==> src/rtl/mmu_pkg.sv <==
// Shared definitions for the Sv32 page-table walker:
// PTE field positions, walker states and address helpers.
package mmu_pkg;

   localparam int PTE_V = 0;
   localparam int PTE_R = 1;
   localparam int PTE_W = 2;
   localparam int PTE_X = 3;
   localparam int PTE_U = 4;
   localparam int PTE_G = 5;
   localparam int PTE_A = 6;
   localparam int PTE_D = 7;

   localparam int PPN0_LSB = 10;
   localparam int PPN0_MSB = 19;
   localparam int PPN1_LSB = 20;
   localparam int PPN1_MSB = 31;

   localparam int PTE_SIZE_LOG2 = 2;
   localparam int PAGE_OFFSET   = 12;

   localparam logic [1:0] ST_IDLE = 2'd0;
   localparam logic [1:0] ST_L1   = 2'd1;
   localparam logic [1:0] ST_L0   = 2'd2;
   localparam logic [1:0] ST_RESP = 2'd3;

   typedef enum logic [1:0] {
      S_IDLE = ST_IDLE,
      S_L1   = ST_L1,
      S_L0   = ST_L0,
      S_RESP = ST_RESP
   } ptw_state_e;

   function automatic logic [31:0] pte_addr(
      input logic [19:0] ppn,
      input logic [9:0]  idx
   );
      return (32'(ppn) << PAGE_OFFSET)
           + (32'(idx) << PTE_SIZE_LOG2);
   endfunction

endpackage

==> src/rtl/mmu_pte_check.sv <==
// Classifies a fetched PTE: invalid encoding, leaf,
// and misaligned megapage (leaf at level 1 with PPN0 set).
module mmu_pte_check
   import mmu_pkg::*;
(
   input  logic [3:0] flags,
   input  logic [1:0] hi,
   input  logic [9:0] ppn0,
   input  logic       level,
   output logic       invalid,
   output logic       leaf,
   output logic       misaligned
);

   assign invalid = !flags[PTE_V]
                  | (!flags[PTE_R] & flags[PTE_W])
                  | (|hi);

   assign leaf = flags[PTE_R] | flags[PTE_X];

   assign misaligned = level & leaf & (|ppn0);

endmodule

==> src/rtl/mmu_ptw.sv <==
// Sv32 two-level page-table walker refilling mmu_tlb.
// One walk in flight; flush aborts after the outstanding read.
module mmu_ptw
   import mmu_pkg::*;
#(
   parameter int PPN_SIZE = 20
) (
   input  logic                clk_i,
   input  logic                rst_i,
   input  logic [PPN_SIZE-1:0] satp_ppn_i,
   input  logic                walk_req_i,
   input  logic [PPN_SIZE-1:0] walk_vpn_i,
   input  logic                flush_i,
   output logic                busy_o,
   output logic                done_o,
   output logic                fault_o,
   output logic                tlb_update_o,
   output logic [PPN_SIZE-1:0] tlb_vpn_o,
   output logic [31:0]         tlb_entry_o,
   output logic                mem_req_o,
   output logic [31:0]         mem_addr_o,
   input  logic                mem_ack_i,
   input  logic [31:0]         mem_rdata_i,
   input  logic                mem_err_i
);

   localparam int HALF = PPN_SIZE / 2;

   ptw_state_e          state_q, state_d;
   logic [PPN_SIZE-1:0] vpn_q, vpn_d;
   logic [31:0]         entry_q, entry_d;
   logic                abort_q, abort_d;
   logic                fault_q, fault_d;
   logic                req_d;
   logic [31:0]         addr_d;

   logic pte_invalid, pte_leaf, pte_misaligned;

   mmu_pte_check u_check (
      .flags      (mem_rdata_i[3:0]),
      .hi         (mem_rdata_i[31:30]),
      .ppn0       (mem_rdata_i[PPN0_MSB:PPN0_LSB]),
      .level      (state_q == S_L1),
      .invalid    (pte_invalid),
      .leaf       (pte_leaf),
      .misaligned (pte_misaligned)
   );

   always_comb begin
      state_d = state_q;
      vpn_d   = vpn_q;
      entry_d = entry_q;
      fault_d = fault_q;
      req_d   = mem_req_o;
      addr_d  = mem_addr_o;
      abort_d = abort_q | (flush_i & (state_q == S_L1 || state_q == S_L0));
      unique case (state_q)
         S_IDLE: begin
            abort_d = 1'b0;
            if (walk_req_i && !flush_i) begin
               state_d = S_L1;
               vpn_d   = walk_vpn_i;
               req_d   = 1'b1;
               addr_d  = pte_addr(satp_ppn_i,
                                  walk_vpn_i[PPN_SIZE-1:HALF]);
            end
         end
         S_L1, S_L0: begin
            if (mem_ack_i) begin
               req_d   = 1'b0;
               state_d = S_RESP;
               fault_d = 1'b1;
               if (abort_d) begin
                  state_d = S_IDLE;
                  abort_d = 1'b0;
               end else if (mem_err_i || pte_invalid
                            || pte_misaligned) begin
                  fault_d = 1'b1;
               end else if (pte_leaf) begin
                  fault_d = 1'b0;
                  // megapage: low VPN bits become PPN0 of the 4 KiB entry
                  entry_d = (state_q == S_L1)
                          ? {mem_rdata_i[PPN1_MSB:PPN1_LSB],
                             vpn_q[HALF-1:0],
                             mem_rdata_i[PPN0_LSB-1:0]}
                          : mem_rdata_i;
               end else if (state_q == S_L1) begin
                  state_d = S_L0;
                  req_d   = 1'b1;
                  addr_d  = pte_addr(mem_rdata_i[29:10],
                                     vpn_q[HALF-1:0]);
               end
            end
         end
         S_RESP: state_d = S_IDLE;
      endcase
   end

   always_ff @(posedge clk_i or negedge rst_i) begin
      if (!rst_i) begin
         state_q    <= S_IDLE;
         vpn_q      <= '0;
         entry_q    <= '0;
         abort_q    <= 1'b0;
         fault_q    <= 1'b0;
         mem_req_o  <= 1'b0;
         mem_addr_o <= '0;
      end else begin
         state_q    <= state_d;
         vpn_q      <= vpn_d;
         entry_q    <= entry_d;
         abort_q    <= abort_d;
         fault_q    <= fault_d;
         mem_req_o  <= req_d;
         mem_addr_o <= addr_d;
      end
   end

   logic resp;
   assign resp = (state_q == S_RESP) & !flush_i;

   assign busy_o       = (state_q != S_IDLE);
   assign done_o       = resp;
   assign fault_o      = resp & fault_q;
   assign tlb_update_o = resp & !fault_q;
   assign tlb_vpn_o    = vpn_q;
   assign tlb_entry_o  = entry_q;

endmodule
==> config.mk <==
export PLATFORM = sky130hd
export DESIGN_NAME = mmu_ptw
export DESIGN_NICKNAME = d
export VERILOG_FILES = /design/src/rtl/mmu_pkg.sv /design/src/rtl/mmu_pte_check.sv /design/src/rtl/mmu_ptw.sv
export SDC_FILE = /design/constraint.sdc
export NUM_CORES = 1
export LEC_CHECK = 0
export CAP_MARGIN = 20
export CORE_MARGIN = 3
export CORE_UTILIZATION = 45
export CTS_CLUSTER_DIAMETER = 200
export DETAILED_ROUTE_END_ITERATION = 6
export HOLD_SLACK_MARGIN = 0.12
export PLACE_DENSITY = 0.83
export SLEW_MARGIN = 30
export SYNTH_ARGS = -nofsm -noshare
export SYNTH_HDL_FRONTEND = slang
export SYNTH_HIERARCHICAL = 1
export SYNTH_SLANG_ARGS = --single-unit
==> constraint.sdc <==
create_clock -name clk_i -period 7.3 [get_ports clk_i]
set_clock_uncertainty 0.05 [all_clocks]
set_input_delay 1.825 -clock clk_i [delete_from_list [all_inputs] [get_ports clk_i]]
set_output_delay 1.825 -clock clk_i [all_outputs]
set_load 0.02 [all_outputs]
==> flow_metrics.tcl, run 1 <==
set metrics [dict create \
    drt_iter0_drc 44 \
    gp_congestion 0.739 \
    crit_path_frequent_cell "clkdlybuf4s50_1" \
    tightest_slew_ps 911 \
    instances_no_fill 547 \
    cp_max_fo 6 \
    power_density_mw_per_mm2 465 \
    ys.flop_type "dfrtp_1" \
    cts_resized 0 \
    clockBufferDepth 2 \
    cts_max_level 3 \
    synth_seq_area_share_pct 52.8 \
    fin_crit_ps 5200 \
    ys_ff_latch 87 \
    fin_tns_setup_ps 0 \
    timing_worst_setup_path_type "in2out" \
    overflow 0 \
    syn_to_final_growth_pct 45.3 \
    cts_hold_buf 0 \
    clock_sinks 87 \
    grt_usage_pct 20.9 \
    cts_root_buf "clkbuf_8" \
    synth.top_cells.by_count "mux2_2, dfrtp_1, mux2_4, clkbuf_1, inv_1" \
    holdCritPathClass "reg2reg" \
    drt_pre_antenna_iters 4 \
    clk_pin_slew_worst_paths_ps 80 \
    status "finished, final reports clean" \
    die-width_um 102 \
    grt_pass1_wl_um 16800 \
    dieArea_mm2 0.0103 \
    vias 2818 \
    synthTopCellsByArea "dfrtp_1, mux2_2, mux2_4" \
    first_global_vias 3215 \
    antennaDiodeCount 0 \
    start_util_pct 46.8 \
    async_reset_ff_share_pct 100 \
    syn_area_per_cell_um2 15.0 \
    wl_per_cell_um 19.1 \
    cp_data_arrival_time_ps 3330 \
    crit_path_cell_trace "clkdlybuf4s50_1 > nor2b_1 > and2_1 > clkdlybuf4s50_1" \
    yosys.area.top_type "dfrtp_1" \
    yosys_warnings 6 \
    place_hpwl_um 7410 \
    ant_nets 0 \
    wl_um 10400 \
    max_cap_violations 0 \
    peakVddDrop_v 0.000243 \
    fmax_ghz 0.192 \
    synth_edf_count 0 \
    drive_above_1_share_pct 33.5 \
    yosysMostFrequentCell "mux2_2" \
    drc 0 \
    dieHeight_um 102 \
    synth_top_area_share_pct 52.8 \
    coreArea_mm2 0.00881 \
    clk-insertion-delay-late_ps 360 \
    worst_setup_path_end_kind "primary output" \
    fp-row-count 34 \
    syn_inst 274 \
    required_ps 5430 \
    p_leak_nw 2.64 \
    fin_crit_sh_pct 71.3 \
    cts_tree "built" \
    critical_path.max_stage_delay_ps 610 \
    cts-buffers-inserted 9 \
    final_max_slew_viol_count 0 \
    fill_cells 657 \
    syn_area_mm2 0.00412 \
    slew_headroom_pct 39.3 \
    hold_viol 0 \
    cpMaxStageDelayCell "clkdlybuf4s50_1" \
    dpl.cell_count 531 \
    io_buffers 164 \
    post-cts-setup-buffers 0 \
    setup_viol 0 \
    ios 167 \
    grt_antenna_before_repair 0 \
    nets 517 \
    start_kind "primary input" \
    via_per_inst 5.15 \
    grt_setup_unrepaired "no" \
    grt_max_degree 88 \
    synth.distinct_cells 35 \
]
cell usage in the layout, fill, tap and decap left out, types with 3 or more instances in the layout:
master           netlist  final
clkbuf_8               0      9
inv_1                  7      7
clkdlybuf4s50_1        0    163
nor2_1                 3      3
dfrtp_1               87     87
mux2_4                29     29
mux2_2                93     93
ha_1                   5      4
clkinvlp_4             0      3
nand2_1                3      3
stage by stage:
stage | area, µm² | hold slack (ps) | setup slack (ps) | util, % | power (mW)
after global routing | 5990 | 478 | 2040 | 68.0 | 2.95
after CTS | 5990 | 465 | 2110 | 68.0 | 2.82
after floorplan | 4130 | 458 | 2950 | - | 1.80
after detailed placement | 5790 | 442 | 2110 | 65.7 | 2.46
final | 5990 | 461 | 2100 | 68.0 | 2.79
after global placement | 5780 | 436 | 2130 | 65.7 | 2.41
metal layers:
layer	wire length (µm)	GRT usage, %	up-vias	part of all wire [%]
met4	37	4.50	0	0.35
met3	993	8.61	3	9.5
met1	4220	24.9	1409	40
met5	0	0	-	0
li1	-	-	1291	-
met2	5200	35.6	115	50
report_power, final:
part / switching (mW) / internal, mW
Clock: 0.185 / 0.161
Combinational: 0.711 / 0.883
Sequential: 0.140 / 0.706
Total: 1.04 / 1.75
path summary, 6_finish.rpt:
kind	from	to	slack, ps	depth (start not counted)
max in group asynchronous	rst_i	mem_addr_o[28]	5190	1
max reg2reg	state_q[1]	mem_addr_o[9]	3990	8
min reg2reg	tlb_entry_o[2]	tlb_entry_o[2]	460	1
min	tlb_entry_o[2]	tlb_entry_o[2]	460	1
max	flush_i	fault_o	2100	4
min in group asynchronous	rst_i	mem_addr_o[16]	1470	1
area by class of cell:
class,instances,area (µm²),share of cell area [%]
timing repair buffer,164,1640,27.4
multi-input combinational,165,1810,30.2
sequential,87,2180,36.3
clock inverter,7,78.8,1.32
inverter,7,26.3,0.439
tap,108,135,2.26
clock buffer,9,124,2.07
critical path: cells and delay by family:
family / cells / cell delay [ps]
buffers and inverters: 2 / 1100
AND/OR/NAND/NOR: 2 / 400
logic make-up after synthesis:
kind of cell	count (synthesis)	share of synthesized area, %
simple gates	20	3.00
fa+ha+maj	5	1.52
buf+inv	23	3.73
compound gates	15	2.64
mux	123	36.2
flops	87	52.8
other cells	1	0.0910
flip-flops by register name (all words and copies together), names as in the netlist:
signal,cells
abort_q,1
state_q,2
tlb_entry_o,32
mem_addr_o,30
mem_req_o,1
tlb_vpn_o,20
fault_q,1
(Power assumes the default switching activity.)
==> run 2, diff against run 1 <==
--- a/config.mk
+++ b/config.mk
@@ -7,11 +7,11 @@
 export LEC_CHECK = 0
 export CAP_MARGIN = 20
 export CORE_MARGIN = 3
-export CORE_UTILIZATION = 45
+export CORE_UTILIZATION = 39
 export CTS_CLUSTER_DIAMETER = 200
 export DETAILED_ROUTE_END_ITERATION = 6
 export HOLD_SLACK_MARGIN = 0.12
-export PLACE_DENSITY = 0.83
+export PLACE_DENSITY = 0.76
 export SLEW_MARGIN = 30
 export SYNTH_ARGS = -nofsm -noshare
 export SYNTH_HDL_FRONTEND = slang
==> constraint.sdc (replaced) <==
create_clock -name clk_i -period 4.7 [get_ports clk_i]
set_clock_uncertainty 0.05 [all_clocks]
set_input_delay 1.175 -clock clk_i [delete_from_list [all_inputs] [get_ports clk_i]]
set_output_delay 1.175 -clock clk_i [all_outputs]
set_load 0.02 [all_outputs]
==> flow_metrics.tcl, run 2 (synthesized netlist as in run 1, its figures left out) <==
set metrics [dict create \
    status "finished, final reports clean" \
    worst_setup_path_end_kind "primary output" \
    cts_hold_buf 0 \
    slew_headroom_pct 45.4 \
    rrSetupSlack_ps 1590 \
    r2r_end "tlb_entry_o[9]" \
    hold_viol 0 \
    clk-insertion-delay-late_ps 350 \
    dieArea_mm2 0.0118 \
    crit_path_cell_trace "clkdlybuf4s50_1 > nor2b_1 > and2_1 > clkdlybuf4s50_1" \
    syn_to_final_growth_pct 48.0 \
    cp_num_buf_inv 2 \
    fin_crit_sh_pct 83.3 \
    cpMaxStageDelayCell "clkdlybuf4s50_1" \
    drt_pre_antenna_iters 4 \
    required_ps 3470 \
    cp-startpoint "flush_i" \
    grt_setup_unrepaired "no" \
    fin_crit_ps 3920 \
    place_hpwl_um 7620 \
    fp-row-count 36 \
    cts_root_buf "clkbuf_8" \
    start_util_pct 41.0 \
    die-width_um 109 \
    overflow 0 \
    clockBufferDepth 2 \
    p_leak_nw 2.70 \
    via_per_inst 4.99 \
    antennaDiodeCount 0 \
    grt_antenna_before_repair 0 \
    coreArea_mm2 0.0100 \
    gp_congestion 0.869 \
    hold_depth 1 \
    wl_um 10300 \
    largest_reg_flops 32 \
    wl_per_cell_um 17.9 \
    peakVddDrop_v 0.000355 \
    clk_pin_slew_worst_paths_ps 80 \
    final_max_slew_viol_count 0 \
    drive_above_1_share_pct 33.6 \
    grt_usage_pct 17.7 \
    fmax_ghz 0.255 \
    crit_path_frequent_cell "clkdlybuf4s50_1" \
    nets 521 \
    timing_worst_setup_path_type "in2out" \
    setup_viol 0 \
    holdPathEnd "mem_req_o" \
    cts-buffers-inserted 9 \
    start_kind "primary input" \
    cp_data_arrival_time_ps 2690 \
    drc 0 \
    grt_max_degree 65 \
    io_buffers 164 \
    reg2reg_from "state_q[1]" \
    post-cts-setup-buffers 0 \
    critical_path.top_delay_family "buffers and inverters" \
    ff2ff_path_depth 9 \
    ant_nets 0 \
    critical_path.max_stage_delay_ps 590 \
    min_from "mem_req_o" \
    cp_max_fo 6 \
    power_density_mw_per_mm2 730 \
    clock_sinks 87 \
    holdCritPathClass "reg2reg" \
    final_common_cell "clkdlybuf4s50_1" \
    dieHeight_um 109 \
    fill_cells 812 \
    grt_pass1_wl_um 16000 \
    tightest_slew_ps 819 \
    ios 167 \
    final_cell_mix "clkdlybuf4s50_1, mux2_2, dfrtp_1, mux2_4, clkbuf_8" \
    cts_resized 0 \
    power_mw 4.46 \
    first_global_vias 3007 \
    cts_tree "built" \
    fin_tns_setup_ps 0 \
    max_cap_violations 0 \
    vias 2872 \
    cts_max_level 3 \
    drt_iter0_drc 117 \
]
[run 2: worst reg2reg max path: cells and delay by family (launching register included)]
kind,cells,cell delay (ps)
AND/OR/NAND/NOR,2,820
buffers and inverters,2,430
flip-flops,1,420
adder cells (fa/ha/maj),1,410
AO/OA/AOI/OAI,3,490
multiplexers,1,380
[run 2: cell type report]
class | count | area [µm²] | share of cell area (%)
Timing Repair Buffer | 168 | 1670 | 27.3
Clock inverter | 5 | 129 | 2.11
Sequential cell | 87 | 2180 | 35.7
Tap cell | 133 | 166 | 2.73
Multi-Input combinational cell | 165 | 1800 | 29.6
Clock buffer | 11 | 131 | 2.15
Inverter | 7 | 26.3 | 0.431
[run 2: per-stage QoR]
step	utilization (%)	std cells	hold slack, ps	worst slack [ps]	cell area (µm²)
2_1_floorplan	-	275	458	1550	4130
3_3_place_gp	58.2	560	433	617	5840
3_5_place_dp	58.2	560	438	585	5840
4_1_cts	60.8	576	457	769	6100
5_1_grt	60.8	576	471	703	6100
6_report	60.8	576	455	784	6100
[run 2: how the worst max path moves through the flow]
stage,depth (start not counted),slack (ps),endpoint
floorplan,8,1550,tlb_entry_o[10]
global placement,8,620,tlb_entry_o[9]
detailed placement,8,590,tlb_entry_o[16]
CTS,4,770,fault_o
global route,4,700,fault_o
finish,4,780,fault_o
[run 2: where the power goes]
group / switching [mW] / internal, mW
clock network: 0.263 / 0.410
logic: 1.10 / 1.38
registers: 0.207 / 1.10
total: 1.57 / 2.88
[run 2: metal layers]
layer | wire length [µm] | track usage, % | part of all wire, %
met5 | 0 | 0 | 0
met4 | 110 | 3.97 | 1.1
met3 | 892 | 6.99 | 8.6
met2 | 4990 | 29.0 | 48
met1 | 4350 | 22.0 | 42
==> run 3, diff against run 2 <==
==> constraint.sdc (replaced) <==
create_clock -name clk_i -period 3.4 [get_ports clk_i]
set_clock_uncertainty 0.05 [all_clocks]
set_input_delay 0.85 -clock clk_i [delete_from_list [all_inputs] [get_ports clk_i]]
set_output_delay 0.85 -clock clk_i [all_outputs]
set_load 0.02 [all_outputs]
==> flow_metrics.tcl, run 3 (synthesized netlist as in run 1, its figures left out) <==
set metrics [dict create \
    wl_um 10600 \
    clock_sinks 87 \
    antennaDiodeCount 0 \
    peakVddDrop_v 0.000561 \
    utilization_pct 61.5 \
    fin_crit_sh_pct 94.6 \
    ant_nets 0 \
    dieArea_mm2 0.0118 \
    nets 535 \
    final_cell_mix "clkdlybuf4s50_1, mux2_2, dfrtp_1, mux2_4, buf_4" \
    critical_path.max_stage_delay_ps 470 \
    clockBufferDepth 2 \
    drc 0 \
    cpMaxStageDelayCell "or3_2" \
    grt_usage_pct 18.7 \
    final_max_slew_viol_count 0 \
    crit_path_cell_trace "clkdlybuf4s50_1 > nor4_2 > a31oi_1 > or3_4 > a211o_1 > or3_2 > buf_12 > mux2_4" \
    worst_setup_path_end_kind "flop" \
    crit_cells 8 \
    grt_setup_unrepaired "no" \
    design_area_mm2 0.00618 \
    holdWs_ps 408 \
    overflow 0 \
    cts-buffers-inserted 9 \
    status "finished, final reports clean" \
    cts_tree "built" \
    pre_cts_ws_ps -202 \
    first_global_vias 3159 \
    start_kind "primary input" \
    largest_reg_flops 32 \
    cts_resized 0 \
    drt_iter0_drc 62 \
    grt_antenna_before_repair 0 \
    critical_path.top_delay_family "simple AND/OR/NAND/NOR gates" \
    ff2ff_path_depth 9 \
    power_density_mw_per_mm2 976 \
    p_leak_nw 2.75 \
    cp_num_buf_inv 2 \
    die-width_um 109 \
    gp_congestion 0.800 \
    fin_crit_ps 3220 \
    tightest_slew_ps 643 \
    timing_worst_setup_path_type "in2reg" \
    drive_above_1_share_pct 35.9 \
    dpl.cell_count 574 \
    place_hpwl_um 7870 \
    clk_pin_slew_worst_paths_ps 100 \
    fp-row-count 36 \
    io_buffers 164 \
    start_util_pct 41.0 \
    drt_pre_antenna_iters 4 \
    instances_no_fill 590 \
    clk-insertion-delay-late_ps 360 \
    grt_pass1_wl_um 16900 \
    cts_root_buf "clkbuf_8" \
    max_cap_violations 0 \
    post-cts-setup-buffers 0 \
    slew_headroom_pct 56.0 \
    via_per_inst 4.92 \
    required_ps 3590 \
    final_common_cell "clkdlybuf4s50_1" \
    cp_max_fo 31 \
    fmax_ghz 0.311 \
    cp_data_arrival_time_ps 3410 \
    fin_ws_ps 184 \
    grt_max_degree 48 \
    setup_viol 0 \
    hold_viol 0 \
    syn_to_final_growth_pct 49.8 \
    vias 2901 \
    dieHeight_um 109 \
    fill_cells 819 \
    ios 167 \
    coreArea_mm2 0.0100 \
    holdCritPathClass "in2async" \
    place_area_mm2 0.00597 \
    wl_per_cell_um 17.9 \
    cts_max_level 3 \
    cts_hold_buf 0 \
]
==> run 3: changes by cell type in the layout (fill, tap and decap cells not counted), sizes merged <==
cell,delta
clkbuf,-1
buf,+14
clkinv,+2
bufinv,-3
inv,+2
==> run 3: cell type report <==
cell class / instances / area [µm²] / share of cell area (%)
Multi-Input combinational cell: 165 / 1800 / 29.2
Timing Repair Buffer: 182 / 1800 / 29.1
Sequential cell: 87 / 2180 / 35.2
Inverter: 7 / 26.3 / 0.425
Tap cell: 133 / 166 / 2.69
Clock buffer: 10 / 128 / 2.07
Clock inverter: 6 / 76.3 / 1.24
==> run 3: stage by stage <==
step           setup TNS [ps]  power, mW
6_report                    0       6.03
5_1_grt                     0       6.40
4_1_cts                     0       6.10
3_5_place_dp            -5860       5.32
3_3_place_gp            -4280       5.25
2_1_floorplan               0       3.87
==> run 3: final timing paths <==
check | startpoint | endpoint | slack [ps]
hold / removal | rst_i | tlb_entry_o[23] | 410
hold reg to reg | mem_req_o | mem_req_o | 460
max in group asynchronous | rst_i | tlb_entry_o[13] | 2240
setup reg to reg | state_q[1] | tlb_entry_o[13] | 700
min in group clk_i | mem_req_o | mem_req_o | 460
setup / recovery | mem_rdata_i[17] | tlb_entry_o[13] | 180
==> run 3: power breakdown <==
group	internal [mW]	total [mW]	leakage (nW)	switching (mW)
Sequential	1.52	1.81	1.09	0.289
Clock	0.353	0.752	0.103	0.399
Combinational	1.93	3.47	1.56	1.54
Total	3.80	6.03	2.75	2.23
==> run 3: layer usage <==
layer / up-vias / track usage (%) / part of all wire [%]
li1: 1336 / - / -
met3: 9 / 6.04 / 8.0
met2: 107 / 31.2 / 48
met4: 0 / 5.14 / 1.2
met1: 1449 / 23.4 / 43
met5: - / 0 / 0
